### config.mk
export PLATFORM = sky130hd
export DESIGN_NAME = mux_arbiter_2x1
export DESIGN_NICKNAME = d
export VERILOG_FILES = /design/src/rtl/mux_arbiter_2x1.sv
export SDC_FILE = /design/constraint.sdc
export NUM_CORES = 1
export LEC_CHECK = 0
export CAP_MARGIN = 20
export CORE_MARGIN = 2
export CORE_UTILIZATION = 50
export DETAILED_ROUTE_END_ITERATION = 7
export DONT_BUFFER_PORTS = 1
export GPL_TIMING_DRIVEN = 1
export HOLD_SLACK_MARGIN = 0.15
export MAX_ROUTING_LAYER = met4
export SKIP_LAST_GASP = 1
export SLEW_MARGIN = 0
export SYNTH_ARGS = -nofsm -noshare
export SYNTH_HDL_FRONTEND = slang
export SYNTH_SLANG_ARGS = --single-unit
export TNS_END_PERCENT = 10
### constraint.sdc
create_clock -name clk -period 6.8 [get_ports clk]
set_input_delay 1.02 -clock clk [delete_from_list [all_inputs] [get_ports clk]]
set_output_delay 1.02 -clock clk [all_outputs]
set_load 0.01 [all_outputs]
### src/rtl/mux_arbiter_2x1.sv
// Round-robin 2:1 byte arbiter with burst cap and registered valid/ready output.
// Optional per-requester accept counters when ARB_STATS_EN is defined.
module mux_arbiter_2x1 #(
  parameter int WIDTH     = 8,
  parameter int MAX_BEATS = 4,
  parameter int CNT_W     = 4
) (
  input  logic             clk,
  input  logic             reset,
  input  logic             req0,
  input  logic [WIDTH-1:0] data0,
  input  logic             req1,
  input  logic [WIDTH-1:0] data1,
  output logic             gnt0,
  output logic             gnt1,
  output logic             ack0,
  output logic             ack1,
  output logic             sel,
  output logic [WIDTH-1:0] out_data,
  output logic             out_valid,
`ifdef ARB_STATS_EN
  output logic [15:0]      beats0,
  output logic [15:0]      beats1,
`endif
  input  logic             out_ready
);

  localparam logic [1:0] ST_IDLE = 2'd0;
  localparam logic [1:0] ST_OWN0 = 2'd1;
  localparam logic [1:0] ST_OWN1 = 2'd2;

  logic [1:0]       r_state;
  logic [1:0]       w_state_nxt;
  logic             r_last;
  logic             w_last_nxt;
  logic [CNT_W-1:0] r_cnt;
  logic [CNT_W-1:0] w_cnt_nxt;
  logic [CNT_W-1:0] w_cnt_inc;
  logic             r_sel;
  logic             w_sel_nxt;
  logic [WIDTH-1:0] r_out_data;
  logic             r_out_valid;
  logic             w_space;
  logic             w_ack0;
  logic             w_ack1;
  logic             w_acc;
  logic             w_cap;

  assign w_space   = !r_out_valid || out_ready;
  // Acks are suppressed during reset so no byte is lost to a reset edge.
  assign w_ack0    = !reset && (r_state == ST_OWN0) && req0 && w_space;
  assign w_ack1    = !reset && (r_state == ST_OWN1) && req1 && w_space;
  assign w_acc     = w_ack0 || w_ack1;
  assign w_cnt_inc = r_cnt + 1'b1;
  assign w_cap     = w_acc && (w_cnt_inc == CNT_W'(MAX_BEATS));

  assign gnt0      = (r_state == ST_OWN0);
  assign gnt1      = (r_state == ST_OWN1);
  assign ack0      = w_ack0;
  assign ack1      = w_ack1;
  assign sel       = r_sel;
  assign out_data  = r_out_data;
  assign out_valid = r_out_valid;

  // Next-state: arbitration in IDLE, release on req drop or burst cap.
  always_comb begin
    w_state_nxt = r_state;
    w_last_nxt  = r_last;
    w_cnt_nxt   = w_acc ? w_cnt_inc : r_cnt;
    unique case (1'b1)
      (r_state == ST_OWN0): begin
        if (!req0 || w_cap) begin
          w_last_nxt = 1'b0;
          w_cnt_nxt  = '0;
          if (req1)      w_state_nxt = ST_OWN1;
          else if (req0) w_state_nxt = ST_OWN0;
          else           w_state_nxt = ST_IDLE;
        end
      end
      (r_state == ST_OWN1): begin
        if (!req1 || w_cap) begin
          w_last_nxt = 1'b1;
          w_cnt_nxt  = '0;
          if (req0)      w_state_nxt = ST_OWN0;
          else if (req1) w_state_nxt = ST_OWN1;
          else           w_state_nxt = ST_IDLE;
        end
      end
      default: begin
        w_cnt_nxt = '0;
        if (req0 && req1)
          w_state_nxt = r_last ? ST_OWN0 : ST_OWN1;
        else if (req0)
          w_state_nxt = ST_OWN0;
        else if (req1)
          w_state_nxt = ST_OWN1;
        else
          w_state_nxt = ST_IDLE;
      end
    endcase
  end

  // Select follows the owner; it holds its last value while idle.
  always_comb begin
    w_sel_nxt = r_sel;
    if (w_state_nxt == ST_OWN1)
      w_sel_nxt = 1'b1;
    else if (w_state_nxt == ST_OWN0)
      w_sel_nxt = 1'b0;
  end

  // Arbiter state and output stage registers.
  always_ff @(posedge clk) begin
    if (reset) begin
      r_state     <= ST_IDLE;
      r_last      <= 1'b1;
      r_cnt       <= '0;
      r_sel       <= 1'b0;
      r_out_data  <= '0;
      r_out_valid <= 1'b0;
    end else begin
      r_state <= w_state_nxt;
      r_last  <= w_last_nxt;
      r_cnt   <= w_cnt_nxt;
      r_sel   <= w_sel_nxt;
      if (w_acc) begin
        r_out_data  <= w_ack1 ? data1 : data0;
        r_out_valid <= 1'b1;
      end else if (r_out_valid && out_ready) begin
        r_out_valid <= 1'b0;
      end
    end
  end

`ifdef ARB_STATS_EN
  logic [15:0] r_beats0;
  logic [15:0] r_beats1;

  assign beats0 = r_beats0;
  assign beats1 = r_beats1;

  // Saturating accept counters per requester.
  always_ff @(posedge clk) begin
    if (reset) begin
      r_beats0 <= '0;
      r_beats1 <= '0;
    end else begin
      if (w_ack0 && (r_beats0 != 16'hFFFF))
        r_beats0 <= r_beats0 + 16'd1;
      if (w_ack1 && (r_beats1 != 16'hFFFF))
        r_beats1 <= r_beats1 + 16'd1;
    end
  end
`else
  // Accept counters are not built in this configuration.
`endif

endmodule
* Yosys cells after proc, flatten, opt, wreduce, memory -nomap -nowiden *
Index checks and enable logic that the tools add are counted.

cells by class
  $add $sub $neg = 1
  multipliers = 0
  divide/modulo/power cells = 0
  $lt $le $gt $ge = 0
  equal/unequal tests = 7
  shift-type cells = 0
  mux-type cells = 21
  bitwise gates (word level) = 0
  reductions and logical operators = 21

operator list
  kind                                                                   count
  2-bit two-way mux                                                      7
  4-bit two-way mux                                                      3
  1-bit logical AND                                                      9
  8-bit two-way mux                                                      1
  4-bit case mux with 2 select lines                                     1
  1-bit two-way mux                                                      7
  2-bit nonzero test                                                     3
  4-bit by 1-bit adder with 4-bit output, second input constant          1
  2-bit by 1-bit equality test with 1-bit output, second input constant  2
  2-bit equality test, second input constant                             2
  4-bit by 3-bit equality test with 1-bit output, second input constant  1
  1-bit zero test                                                        4
  1-bit logical OR                                                       4
  2-bit by 1-bit != test with 1-bit output, second input constant        2
  2-bit case mux with 2 select lines                                     1
  3-bit AND reduction                                                    1
  1-bit case mux with 2 select lines                                     1

word-level totals
  bits in registers = 17
  bits in latches = 0
  RAM bits = 0
  ROM bits = 0
  input bits = 21
  output and inout bits = 14
  memories kept = 0

* Logic depth before layout (Yosys ltp) *
Gate-level depths: netlist of the first run.

  word-level depth = 12
  mapped depth = 10

* Worst setup path before layout of the first run *
OpenSTA, ideal clock, no wires.

  kind = input port to flip-flop
  start point = in reset
  end point = reg r_sel (netlist: sel)
  library setup time = 0.114 ns
  arrival time = 2.749 ns
  data required time = 6.686 ns
  slack = 3.937 ns
  stages = 8
  path buffers = 1
  path through = buf_6 or4_1 o22a_2 mux2_4 a21oi_1 ha_1 mux2i_1 nor2_1

on the way
  longest elaborated chain between the ends = 11
  elaborated cells between the ends (all ways) = 18
  classes of those cells = 2 x eq/ne; 4 x mux; 12 x reduce/logical

ends and longest elaborated chain
  element                                                                                RTL line  source
  start, declared                                                                        9         input logic reset,
  1-bit zero test (*)                                                                    51, 52
  1-bit logical AND, on equally long branches (3 in a row)                               51, 52
  1-bit logical OR (*)                                                                   53        assign w_acc = w_ack0 || w_ack1;
  1-bit logical AND (*)                                                                  55        assign w_cap = w_acc && (w_cnt_inc == CNT_W'(MAX_BEATS));
  1-bit logical OR, on equally long branches                                             81, 72
  2-bit two-way mux, on equally long branches                                            81, 72
  2-bit case mux with 2 select lines (*)                                                 70        unique case (1'b1)
  via w_state_nxt[1]                                                                     33        logic [1:0] w_state_nxt;
  2-bit equality test or 2-bit by 1-bit equality test with 1-bit output (tied branches)  106, 108
  1-bit two-way mux or 2-bit nonzero test (tied branches)                                -
  end signal, assigned                                                                   125       r_sel <= w_sel_nxt;
  end, declared                                                                          39        logic r_sel;

The timed path passes the listed nets; every way through them passes the cells marked *.
A chain may end at the register's enable or synchronous reset.

* Final worst setup path of the first run *
  start point = reg r_state[0]
  end point = out ack1

on the way
  longest elaborated chain between the ends = 4

ends and longest elaborated chain
  element                         RTL line  source
  start, declared                 32        logic [1:0] r_state;
  start signal, assigned          122       r_state <= w_state_nxt;
  2-bit equality test             -
  via gnt1                        15        output logic gnt1,
  1-bit logical AND (3 in a row)  52        assign w_ack1 = !reset && (r_state == ST_OWN1) && req1 && w_space;
  end, declared                   17        output logic ack1,

The timed path passes the listed nets, and every way through them passes these cells.

==> reports/results.ini, run 1 <==
[floorplan]
die-area_um2=2360
start_util_pct=51.8
die_h_um=48.6
top_level_ports=35
rows=16
die_x_um=48.6
fp.coreArea_um2=1920

[cts]
cts_tree=yes
clk_pin_slew_worst_paths_ps=110
cts_buffers=3
cts-root-buf=clkbuf_4
postCtsResizedCells=0
clkSinkCount=17
clock_path_buffers=2
h-tree-depth=1
postCtsHoldBufs=0
post_cts_buffers=0
clk_latency_ps=290

[placement]
place_area_um2=1010
dp_hpwl_um=1520
place_congestion=0.858
port_buffers=0
pre_cts_ws_ps=3820

[grt]
grt_pass1_wl_um=3390
grt_max_degree=19
grt-busiest-layer=met2
grt_pass1_vias=793
antenna_found_initial=0
grt_use_met2_pct=30.4
grtUsageTotal_pct=18.5
use_met1_pct=22.7
grt_overflow_total=0
grt.met3_usage_pct=4.94

[timing]
fin_crit_ps=2720
hold_violations=0
tns_ps=0
max_freq_mhz=368
slew_headroom_pct=66.7
rsz0062_at_grt=no
setup_ws_ps=4080
clock_skew_ps=7.19
post-route-period-util_pct=39.9
finalMaxSlewViolations=0
tightest_slew_ps=496
setup_viol=0

[cells_and_area]
insertedDiodeCount=0
syn2layout_area_growth_pct=4.40
final_area_um2=1040
layout.nets=143
drive_above_1_share_pct=9.48
postLayoutCoreUtil_pct=54.1

[power]
peakVddDrop_mv=0.156
p_leak_nw=0.376
power_density_nw_per_um2=320

[critical_path]
cp.arrival_ps=1700
startpoint_type=register
regToRegStartpoint=r_state[1]
worstPathCellList=inv_1 -> ha_1 -> inv_1 -> nor4_2 -> buf_4
crit_path_max_fanout=9
endpoint_kind=primary output
critPathMostFrequentCell=inv_1
rr_worst_depth=10
r2r_end=sel
required_ps=5780
reg2reg_slack_ps=4120
path_class=register to primary output
max_stage_delay_ps=340
cp_slowest_cell=dfxtp_1

[detailed_routing]
antenna_left=0
wl_um=1960
drc=0
avgViaCountPerCell=5.53
drt_iter0_drc=10
firstDrtPassIters=4
vias=791
routedWlPerCell_um=13.7

[worst_hold_path]
hold_path_end=out_data[3]
min_from=out_data[3]
hold_path_class=register to register
hold_depth=2

[logic_synthesis]
synth.most_common_cell=dfxtp_1
syn_area_um2=996
synth_ff_type=dfxtp_1
ys_seq_elements=17
syn_inst=117
yosys_warnings=0
avgSynthCellArea_um2=8.51
synth_area_leaders=dfxtp_1 34%, mux2i_1 10%, ha_1 6.3%
synth_nets=143
synth_edf_count=0
yosysTopAreaCell=dfxtp_1
synthArstFlopShare_pct=0
yosys.area.top_type_share_pct=34.2
synth_cell_types=37
synth_common_cells=17 x dfxtp_1, 12 x nand3_1, 11 x o21ai_0
yosysSeqAreaShare_pct=34.2

[outcome]
outcome=finished, final reports clean

[job]
max-cap-violations=0

-- layer usage --
| layer | share of wire (%) | vias to the layer above | routed length [µm] |
|---|---|---|---|
| met5 | 0 | - | 0 |
| met4 | 0 | 0 | 0 |
| met3 | 6.2 | 0 | 122 |
| met2 | 47 | 24 | 923 |
| met1 | 47 | 346 | 914 |
| li1 | - | 421 | - |
-- worst max path at each step --
| stage | slack (ps) | end | cells past startpoint | start |
|---|---|---|---|---|
| floorplan | 3940 | sel | 8 | reset |
| CTS | 4060 | ack1 | 5 | r_state[0] |
| global placement | 3890 | sel | 8 | reset |
| finish | 4080 | ack1 | 5 | r_state[0] |
| global route | 3820 | sel | 10 | r_state[1] |
| detailed placement | 3820 | sel | 8 | reset |
-- sequential cells by signal, summed over array words and instances, names as in the netlist --
| register | flops |
|---|---|
| r_last | 1 |
| r_state | 2 |
| out_valid | 1 |
| out_data | 8 |
| r_cnt | 4 |
| sel | 1 |
-- cell usage in the layout, fill, tap and decap left out --
cell type  instances
a22o_1             1
buf_4              1
nand2_1            7
inv_1              8
and3_1             1
a211oi_2           1
nor2b_1            3
nor4_2             1
o211ai_1           1
and4_1             1
a22oi_1            1
o21ai_0           11
clkinv_2           1
mux2_4             1
nand3_2            1
or4_1              1
a21o_1             1
xnor2_1            2
o41ai_1            1
nand4_1            1
nor3_1             2
mux2i_1           10
o22a_2             1
nand3_1           12
o41a_1             1
and2_1             1
a211o_2            1
a2bb2oi_1          1
xor2_1             1
a211oi_1           2
dfxtp_1           17
nor2_1             5
o22ai_1            1
nand2b_1           1
a21oi_1            6
clkbuf_4           3
ha_1               5
-- cell families after synthesis --
kind of cell             after synthesis  synth area share, %
multiplexers                          11                 11.6
AO/OA/AOI/OAI                         30                 20.0
adder cells (fa/ha/maj)                5                 6.28
buffers and inverters                 14                 6.15
flip-flops                            17                 34.2
AND/OR/NAND/NOR                       37                 19.2
XOR/XNOR                               3                 2.64
-- where the power goes --
group / total [mW] / switching [mW] / internal (mW)
logic: 0.137 / 0.0784 / 0.0586
clock network: 0.0540 / 0.0322 / 0.0218
registers: 0.141 / 0.0201 / 0.121
total: 0.332 / 0.131 / 0.202
-- stage by stage --
stage               hold slack, ps  total power [mW]  cells
floorplan                      457             0.258    117
global placement               491             0.280    139
detailed placement             502             0.281    139
CTS                            532             0.334    143
global route                   548             0.364    143
finish                         525             0.332    143
-- critical path: cells and delay by family (launching register included) --
kind / cells / cell delay (ps)
adder cells (fa/ha/maj): 1 / 290
flip-flops: 1 / 340
buffers and inverters: 3 / 500
AND/OR/NAND/NOR: 1 / 290
-- layout make-up --
class | count | area, µm²
clock buffer | 3 | 22.5
timing repair buffer | 1 | 7.51
sequential | 17 | 340
fill | 205 | 882
tap | 27 | 33.8
clock inverter | 1 | 5.00
inverter | 8 | 30.0
multi-input combinational | 86 | 601
Note: power is estimated with default switching activity, not from simulation.
==> run 2, diff against run 1 <==
PLACE_DENSITY = 0.68   (was not set)
clock period = 2.22 ns   (was 6.8 ns; I/O delays follow)
==> run 2 against run 1 <==
The flow now finishes with violations (negative setup slack). Clock skew up 1.7 ps. Critical endpoint is now sel. Routed wire length up 9.3%. Combinational power rose to 3.6 times the previous value. Cell count up 9.1%. First-iteration DRC count down 30%. Via count up 12%. Sequential share of layout area down 3.0 points. Core utilization up 6.7 points. Worst hold slack worse by 430 ps. Sequential power rose to 3.0 times the previous value. Clock power rose to 3.0 times the previous value.
==> reports/results.ini, run 2 (synthesis gave the netlist of run 1 again) <==
[cells_and_area]
final_common_cell=dfxtp_1
fin_cells=156
insertedDiodeCount=0
syn2layout_area_growth_pct=17.3
layout.nets=156
largest_register_ffs=8
layout_common_cells=15 x dfxtp_1, 13 x buf_4, 12 x nand3_1
drive_above_1_share_pct=22.5
postLayoutCoreUtil_pct=60.8
final_area_um2=1170

[power]
peakVddDrop_mv=0.532
switching_share_pct=38.0
p_clk_share_pct=15.0
pwr-share-comb_pct=45.8
power_density_nw_per_um2=934
p_int_mw=0.677
p_leak_nw=0.438
pwr-share-seq_pct=39.2
switchingPower_mw=0.415

[cts]
clock_path_buffers=2
clk_latency_ps=290
clkSinkCount=17
clk_pin_slew_worst_paths_ps=100
postCtsHoldBufs=1
cts_buffers=3
cts_tree=yes
cts-root-buf=clkbuf_4
h-tree-depth=1

[outcome]
outcome=finished, violations left
violations=negative setup slack

[detailed_routing]
avgViaCountPerCell=5.70
vias=889
firstDrtPassIters=4
routedWlPerCell_um=13.7
wl_um=2140
drt_iter0_drc=7
drc=0
antenna_left=0

[floorplan]
top_level_ports=35
fp.coreArea_um2=1920
start_util_pct=51.8
rows=16
die_h_um=48.6
die_x_um=48.6
die-area_um2=2360

[timing]
fin_crit_ps=2290
slew_headroom_pct=69.4
clock_skew_ps=8.90
tightest_slew_ps=456
max_freq_mhz=436
finalMaxSlewViolations=0
hold_slack_ps=97.6
hold_violations=0
post-route-period-util_pct=103
setup_viol=1
setup_ws_ps=-73.9
rsz0062_at_grt=yes

[placement]
dp_hpwl_um=1730
place_area_um2=1130
place_congestion=0.893
dp_cells=151
port_buffers=0
pre_cts_ws_ps=-57.4

[grt]
grt_pass1_wl_um=3730
grt_max_degree=18
antenna_found_initial=0
grt_pass1_vias=842
grt_overflow_total=0
grtUsageTotal_pct=20.1

[critical_path]
crit_path_max_fanout=3
cp.arrival_ps=2480
path_class=register to register
required_ps=2410
endpoint_kind=register
startpoint_type=register

[worst_hold_path]
hold_path_class=primary input to register

[job]
max-cap-violations=0

-- run 2: changes by cell type in the layout (fill, tap and decap cells not counted) --
cell | previous run | this run
buf_4 | 1 | 13
ha_1 | 5 | 2
dfxtp_1 | 17 | 15
dfxtp_4 | 0 | 2
ha_2 | 0 | 2
a21oi_1 | 6 | 5
a21oi_2 | 0 | 1
dlygate4sd3_1 | 0 | 1
ha_4 | 0 | 1
-- run 2: final timing paths --
| check | startpoint | to | slack, ps | depth (start not counted) |
|---|---|---|---|---|
| hold reg to reg | r_last | r_last | 510 | 1 |
| setup / recovery | r_cnt[1] | sel | -70 | 9 |
| setup reg to reg | r_cnt[1] | sel | -70 | 9 |
| hold / removal | reset | r_state[1] | 100 | 1 |
-- run 2: per-stage QoR --
stage	power, mW	setup TNS, ps
2_1_floorplan	0.805	0
3_3_place_gp	0.923	-15.9
3_5_place_dp	0.933	-57.4
4_1_cts	1.10	-82.1
5_1_grt	1.18	-215
6_report	1.09	-73.9
-- run 2: critical path, stage by stage, from the launching register on --
cell and delay, ps:
dfxtp_4 380, ha_4 130, inv_1 40, or4_1 510, o22a_2 240, mux2i_1 140, o41ai_1 260, ha_1 300
mux2i_1 150, nor2_1 50
-- run 2: power by group through the flow --
stage	sequential (mW)	combinational [mW]	clock, mW
floorplan	0.427	0.378	0
global placement	0.434	0.489	0
detailed placement	0.434	0.499	0
CTS	0.428	0.505	0.170
global route	0.434	0.564	0.179
finish	0.428	0.500	0.163
-- run 2: layout make-up --
type | count | area, µm²
multi-input cells | 86 | 622
repair buffers | 14 | 108
clock inverters | 1 | 5.00
inverters | 8 | 30.0
well taps | 27 | 33.8
clock buffers | 3 | 22.5
fillers | 178 | 753
flip-flops and latches | 17 | 348
-- run 2: routing by layer --
metal	vias to the layer above	GRT usage [%]	routed length, µm
met2	34	31.7	996
met5	-	-	0
met1	404	26.7	974
li1	447	-	-
met4	0	5.71	24
met3	4	3.09	146
-- run 2: repair_timing --
item / 4_1_cts / 5_1_grt
endpoints found under the hold margin: 4 / 3
endpoints found under the setup margin: 1 / 1
gates resized for setup: 0 / 0
buffers inserted: 0 / 0
==> run 3, diff against run 2 <==
CELL_PAD_IN_SITES_DETAIL_PLACEMENT = 1   (was not set)
CELL_PAD_IN_SITES_GLOBAL_PLACEMENT = 1   (was not set)
CORE_ASPECT_RATIO = 0.6   (was not set)
CORE_UTILIZATION = 39   (was 50)
PLACE_DENSITY = not set   (was 0.68)
PLACE_DENSITY_LB_ADDON = 0.1   (was not set)
==> run 3 against run 2 <==
Core utilization is 11 points lower. Register-to-register slack about the same. Cell area grew 5.6%. Clock power increased by 44%. Cell count grew 5.1%. Via count increased by 3.7%. Combinational power grew 11%. Clock skew down 0.93 ps. Largest cell class unchanged. The flow still finishes with violations (negative setup slack).
==> reports/results.ini, run 3 (synthesis gave the netlist of run 1 again) <==
[outcome]
outcome=finished, violations left
violations=negative setup slack

[power]
p_total_mw=1.22
peakVddDrop_mv=0.399
power_density_nw_per_um2=988
p_leak_nw=0.462

[cts]
h-tree-depth=1
clkSinkCount=17
cts_tree=yes
clk_latency_ps=260
cts_buffers=3
cts-root-buf=clkbuf_8
clk_pin_slew_worst_paths_ps=60
clock_path_buffers=2

[timing]
finalMaxSlewViolations=0
setup_ws_ps=-86.7
rsz0062_at_grt=yes
slew_headroom_pct=75.1
tns_ps=-86.7
post-route-period-util_pct=104
clock_skew_ps=7.97
hold_violations=0
tightest_slew_ps=371
fin_crit_ps=2310
max_freq_mhz=434
setup_viol=1

[cells_and_area]
layout.nets=159
final_area_um2=1230
syn2layout_area_growth_pct=23.9
layout_common_cells=15 x dfxtp_1, 15 x buf_4, 12 x nand3_1
drive_above_1_share_pct=25.0
postLayoutCoreUtil_pct=49.9
largest_register_ffs=8
insertedDiodeCount=0
nFillCells=292
fin_cells=164

[placement]
port_buffers=0
dp_cells=157
dp_hpwl_um=2200
place_area_um2=1140
place_congestion=1.02

[floorplan]
rows=14
die_x_um=69.2
top_level_ports=35
fp.coreArea_um2=2470
die-area_um2=2990
die_h_um=43.1
start_util_pct=40.3

[detailed_routing]
avgViaCountPerCell=5.62
drc=0
drt_iter0_drc=33
antenna_left=0
wl_um=2800
routedWlPerCell_um=17.1
firstDrtPassIters=4
vias=922

[grt]
grt_max_degree=18
antenna_found_initial=0
grt_pass1_wl_um=4550
grt_pass1_vias=936
grtUsageTotal_pct=20.5
grt_overflow_total=0

[worst_hold_path]
hold_path_class=primary input to register

[critical_path]
endpoint_kind=register
path_class=register to register
cp.arrival_ps=2450
required_ps=2370
crit_path_max_fanout=3
startpoint_type=register

[job]
max-cap-violations=0

==> run 3: repair_timing <==
action | CTS | global route
hold endpoints to repair | 3 | 2
endpoints found under the setup margin | 1 | 1
hold buffers | 1 | 1
pin swaps | 0 | 2
resized for setup | 1 | 2
buffers inserted | 1 | 0
==> run 3: worst paths after layout <==
kind	depth (start not counted)	endpoint	slack, ps	from
worst max register to register	9	sel	-90	r_cnt[1]
worst max-delay path	9	sel	-90	r_cnt[1]
worst min register to register	1	r_last	520	r_last
worst min-delay path	1	r_last	170	reset
==> run 3: area by class of cell <==
class                      instances  area, µm²  share of cell area, %
clock buffer                       4       45.0                   3.65
inverter                           8       30.0                   2.43
multi-input combinational         86        638                   51.7
sequential                        17        348                   28.2
tap                               32       40.0                   3.25
timing repair buffer              17        133                   10.8
==> run 3: where the power goes <==
group / total, mW / switching (mW) / internal (mW)
logic: 0.554 / 0.297 / 0.257
clock network: 0.235 / 0.108 / 0.128
registers: 0.429 / 0.0603 / 0.369
total: 1.22 / 0.465 / 0.754
==> run 3: critical path, stage by stage, from the launching register on <==
cell and delay (ps):
dfxtp_4 370, ha_4 130, inv_1 40, or4_1 530, o22a_2 240, mux2_4 320
a21oi_2 130, ha_1 250, mux2i_1 150, nor2_1 50
==> run 3: per-stage QoR <==
step | setup WS [ps] | hold WS, ps
floorplan | 0.622 | 457
global placement | -11.5 | 405
detailed placement | -118 | 402
CTS | -85.1 | 126
global route | -232 | 168
finish | -86.7 | 173
==> run 3: routing by layer <==
metal  up-vias  GRT usage (%)  share of wire, %
li1        453              -                 -
met1       447           27.5                52
met2        19           30.6                42
met3         3           6.89               5.3
met4         0           3.53              0.61
met5         -              -                 0
